### src/rtl/zmod_rx_aligner.sv
// Receive word aligner for the zmod LVDS link: finds the sync-lane bit rotation,
// applies it to every lane, and tracks lock through HUNT/VERIFY/LOCKED.
module zmod_rx_aligner #(
    parameter int                LANES        = 4,
    parameter int                WIDTH        = 8,
    parameter int                SYNC_LANE    = LANES - 1,
    parameter logic [WIDTH-1:0]  SYNC_WORD    = {{(WIDTH-1){1'b0}}, 1'b1},
    parameter int                LOCK_COUNT   = 16,
    parameter int                UNLOCK_COUNT = 4,
    parameter int                ERR_W        = 16
) (
    input  logic                       clk,
    input  logic                       rst,
    input  logic [LANES*WIDTH-1:0]     rx_data,
    input  logic                       rx_valid,
    output logic [LANES*WIDTH-1:0]     out_data,
    output logic                       out_valid,
    output logic                       locked,
    output logic [$clog2(WIDTH)-1:0]   shift,
    output logic                       lock_lost,
    output logic [ERR_W-1:0]           err_count
);

    localparam int SW = $clog2(WIDTH);
    localparam int CW = $clog2(LOCK_COUNT + 1);
    localparam int MW = $clog2(UNLOCK_COUNT + 1);

    typedef enum logic [1:0] {HUNT, VERIFY, LOCKED} state_t;

    state_t                   state_q, state_d;
    logic [SW-1:0]            shift_q, shift_d;
    logic [CW-1:0]            cnt_q, cnt_d;
    logic [MW-1:0]            miss_q, miss_d;
    logic [ERR_W-1:0]         err_q, err_d;
    logic                     lost_d;
    logic [LANES*WIDTH-1:0]   prev_q;
    logic [LANES*WIDTH-1:0]   aligned;
    logic [2*WIDTH-1:0]       sync_win;
    logic [WIDTH-1:0]         hit;
    logic [SW-1:0]            best;
    logic                     any_hit;
    logic                     good;

    // Every candidate rotation of the sync lane is compared in parallel.
    always_comb begin
        sync_win = {prev_q[SYNC_LANE*WIDTH +: WIDTH], rx_data[SYNC_LANE*WIDTH +: WIDTH]};
        hit      = '0;
        for (int s = 0; s < WIDTH; s++) begin
            hit[s] = (sync_win[s +: WIDTH] == SYNC_WORD);
        end
        best = '0;
        for (int s = WIDTH - 1; s >= 0; s--) begin
            if (hit[s]) begin
                best = SW'(s);
            end
        end
        any_hit = |hit;
        good    = hit[shift_q];
    end

    always_comb begin
        logic [2*WIDTH-1:0] win;
        win     = '0;
        aligned = '0;
        for (int i = 0; i < LANES; i++) begin
            win = {prev_q[i*WIDTH +: WIDTH], rx_data[i*WIDTH +: WIDTH]} >> shift_q;
            aligned[i*WIDTH +: WIDTH] = win[WIDTH-1:0];
        end
    end

    always_comb begin
        state_d = state_q;
        shift_d = shift_q;
        cnt_d   = cnt_q;
        miss_d  = miss_q;
        err_d   = err_q;
        lost_d  = 1'b0;
        if (rx_valid) begin
            case (state_q)
                HUNT: begin
                    if (any_hit) begin
                        shift_d = best;
                        cnt_d   = CW'(1);
                        state_d = (LOCK_COUNT == 1) ? LOCKED : VERIFY;
                    end
                end
                VERIFY: begin
                    // A miss here discards the word; capture resumes on the next one.
                    if (good) begin
                        cnt_d = cnt_q + 1'b1;
                        if (cnt_d == CW'(LOCK_COUNT)) begin
                            state_d = LOCKED;
                        end
                    end else begin
                        state_d = HUNT;
                    end
                end
                LOCKED: begin
                    if (good) begin
                        miss_d = '0;
                    end else begin
                        if (err_q != '1) begin
                            err_d = err_q + 1'b1;
                        end
                        if (miss_q + 1'b1 == MW'(UNLOCK_COUNT)) begin
                            state_d = HUNT;
                            lost_d  = 1'b1;
                            miss_d  = '0;
                        end else begin
                            miss_d = miss_q + 1'b1;
                        end
                    end
                end
                default: state_d = HUNT;
            endcase
        end
    end

    always_ff @(posedge clk) begin
        if (rst) begin
            state_q   <= HUNT;
            shift_q   <= '0;
            cnt_q     <= '0;
            miss_q    <= '0;
            err_q     <= '0;
            prev_q    <= '0;
            out_data  <= '0;
            out_valid <= 1'b0;
            lock_lost <= 1'b0;
        end else begin
            state_q   <= state_d;
            shift_q   <= shift_d;
            cnt_q     <= cnt_d;
            miss_q    <= miss_d;
            err_q     <= err_d;
            lock_lost <= lost_d;
            out_valid <= rx_valid && (state_q == LOCKED);
            if (rx_valid) begin
                prev_q   <= rx_data;
                out_data <= aligned;
            end
        end
    end

    assign locked    = (state_q == LOCKED);
    assign shift     = shift_q;
    assign err_count = err_q;

endmodule

### config.mk
export PLATFORM = sky130hd
export DESIGN_NAME = zmod_rx_aligner
export DESIGN_NICKNAME = d
export VERILOG_FILES = /design/src/rtl/zmod_rx_aligner.sv
export SDC_FILE = /design/constraint.sdc
export NUM_CORES = 1
export LEC_CHECK = 0
export BUFFER_PORTS_ARGS = -buffer_cell sky130_fd_sc_hd__buf_4
export CORE_ASPECT_RATIO = 1.2
export CORE_MARGIN = 5
export CORE_UTILIZATION = 63
export CTS_BUF_LIST = sky130_fd_sc_hd__clkbuf_2 sky130_fd_sc_hd__clkbuf_4 sky130_fd_sc_hd__clkbuf_8
export DETAILED_ROUTE_END_ITERATION = 8
export PLACE_DENSITY = 0.88
export SLEW_MARGIN = 10
export SYNTH_ARGS = -nofsm -noshare
export SYNTH_HDL_FRONTEND = slang
export SYNTH_SLANG_ARGS = --single-unit
### constraint.sdc
create_clock -name clk -period 5.3 [get_ports clk]
set_input_delay 1.06 -clock clk [delete_from_list [all_inputs] [get_ports clk]]
set_output_delay 1.06 -clock clk [all_outputs]
set_load 0.05 [all_outputs]
==> reports/results.ini <==
[sta]
worst_clock_skew_ns = 0.0195
finalHoldViolations = 0
slew_viol_final = 0
min_period_ns = 3.38
rsz0062_at_grt = no
clock.fmax_mhz = 296
setup_violations = 0
tns_ns = 0
tightest_slew_ns = 1.00
slew_headroom_pct = 33.4
fin_crit_sh_pct = 63.7

[route]
drt-total-wl_mm = 13.4
firstDrtPassIters = 5
via_per_inst = 6.41
drcViolationCount = 0
final_antenna_net_count = 0
num_vias = 4612
wl_per_cell_um = 18.6
drtIter0Drc = 370

[run]
drv_cap = 0

[clock_tree]
cts_resized = 0
clk_latency_ns = 0.38
tritoncts = built
ctsHtreeMaxLevel = 3
cts_root_buffer = clkbuf_8
cts_inserted_buffers = 9
post_cts_buffers = 0
clock_path_buffers = 2
clk_pin_slew_ns = 0.10
cts_sinks = 91
cts_hold_buf = 0

[critical_path]
rr_startpoint = shift[1]
cp.required_ns = 5.52
slowest_stage = dfxtp_4
crit_chain = nor4bb_1, o2111ai_1, a21boi_2, or2_0, mux2i_1, o22ai_1
r2r_slack_ns = 1.92
arrival_ns = 3.60
crit_cells = 6
r2r-end = cnt_q[3]
crit_end = cnt_q[3]
path_max_fanout = 60
path_class = reg -> reg
setup.worst_path.start_class = flip-flop
end_kind = flip-flop
crit_start = shift[1]
slowest_delay_ns = 0.98
reg2regPathDepth = 6
path_buf_inv = 0
critPathTopFamily = simple AND/OR/NAND/NOR gates

[die]
coreArea_um2 = 8150
row_count = 36
initial_utilization_pct = 64.9
die_h_um = 110
ios = 89
die_area_um2 = 10300
die_w_um = 93.7

[placed_design]
io_buffers = 88
place_congestion = 0.923
place_area_um2 = 5930
hpwl_mm = 9.37

[synth]
syn_area_um2 = 5290
ys_seq_area_share_pct = 34.4
synth_cell_types = 54
synth-seq-cells = 91
synth-main-ff-cell = dfxtp_1
yosysWarnings = 0
syn_nets = 581
avgSynthCellArea_um2 = 9.76
synth_edf_count = 0
syn_inst = 542
synthArstFlopShare_pct = 0

[global_routing]
grt_first_pass_wirelength_mm = 22.3
grt_overflow = 0
grt_pass1_vias = 4596
grt_usage_pct = 26.3
antenna_found_initial = 0
grt_max_degree = 98

[layout]
fin_area_um2 = 6110
area_growth_pct = 15.5
nets = 639
n_antenna_cell = 0
drive_gt1_share_pct = 25.5

[power_and_ir_drop]
ir_worst_vdd_uv = 176
powerDensity_nw_per_um2 = 268
power.static_leakage_uw = 0.00226

[worst_hold_path]
hp-class = reg -> reg

[run_status]
status = finished, final reports clean

through the flow:
step	hold slack [ns]	setup WS (ns)	utilization, %	instances	total power, µW
final	0.467	1.92	75.0	719	1640
after global routing	0.509	1.67	75.0	719	1700
after CTS	0.470	2.02	75.0	719	1630
after detailed placement	0.458	1.86	72.7	703	1200
after global placement	0.449	1.94	72.7	703	1190
after floorplan	0.439	2.45	-	542	1080
registers in the layout (all words and copies together), names as in the netlist:
register,count
out_data,32
prev_q,28
err_count,16
cnt_q,5
miss_q,3
shift,3
state_q,2
lock_lost,1
out_valid,1
layer usage:
metal | GRT usage [%] | up-vias | part of all wire [%]
met2 | 45.2 | 210 | 52
met1 | 31.4 | 2214 | 39
met5 | 0 | - | 0
met3 | 5.03 | 41 | 6.1
met4 | 11.8 | 0 | 3.1
li1 | - | 2147 | -
power breakdown:
part           internal (µW)  switching, µW  total (µW)
Sequential               723           57.8         781
Clock                    197            252         449
Combinational            178            228         406
Total                   1100            538        1640
worst min-delay path by stage:
| stage | start | end | slack (ns) | depth (start not counted) |
|---|---|---|---|---|
| after CTS | miss_q[2] | miss_q[2] | 0.47 | 2 |
| after floorplan | miss_q[2] | miss_q[2] | 0.44 | 2 |
| after detailed placement | miss_q[2] | miss_q[2] | 0.46 | 2 |
| after global placement | miss_q[2] | miss_q[2] | 0.45 | 2 |
| final | miss_q[2] | miss_q[2] | 0.47 | 2 |
| after global routing | miss_q[2] | miss_q[2] | 0.51 | 2 |
tightest hold or removal path, cell delays in order (launching register included):
cell and delay, ns:
dfxtp_1 0.33, nand3_1 0.06, nand2_1 0.04
cells in the mapped netlist, types with 5 or more instances:
cell type | instances | area (µm²)
a211oi_1 | 34 | 255
mux2_2 | 6 | 67.6
inv_1 | 5 | 18.8
clkbuf_1 | 21 | 78.8
mux4_2 | 31 | 698
buf_1 | 6 | 22.5
a21oi_1 | 17 | 85.1
o21ai_0 | 8 | 40.0
dfxtp_1 | 91 | 1820
buf_2 | 14 | 70.1
o31ai_1 | 5 | 37.5
or4_1 | 5 | 37.5
nand4_1 | 7 | 43.8
nor2_1 | 88 | 330
nand3_1 | 14 | 70.1
nand2b_1 | 7 | 43.8
nor2b_1 | 7 | 43.8
nor3b_1 | 8 | 60.1
nand2_1 | 18 | 67.6
mux2i_1 | 84 | 841
cell type report:
| type | count | area (µm²) |
|---|---|---|
| timing repair buffer | 90 | 676 |
| fill | 566 | 2040 |
| clock inverter | 5 | 37.5 |
| inverter | 6 | 22.5 |
| multi-input combinational | 402 | 3260 |
| clock buffer | 11 | 151 |
| sequential | 91 | 1830 |
| tap | 114 | 143 |
kinds of logic after synthesis:
logic type	count (synthesis)	share of synthesized area [%]
AOI/OAI and AO/OA	90	12.3
xor gates and xnor gates	4	0.662
adders and majority gates	4	0.946
buffers and inverters	49	4.02
DFF	91	34.4
muxes	121	30.4
and+or+nand+nor	183	17.3
cells in the final DEF (no fill, tap or decap), types with 5 or more instances in the layout:
cell type	instances
clkbuf_8	11
dfxtp_1	89
nand2b_1	7
nand3_1	14
nor3b_1	8
nor2b_1	7
mux2i_1	84
o21ai_0	8
nor2_1	88
mux4_2	31
a211oi_1	34
inv_1	5
nand4_1	7
a21oi_1	17
buf_4	90
o31ai_1	5
or4_1	5
nand2_1	18
mux2_2	6
No activity file was read; power rests on OpenSTA's default activity.
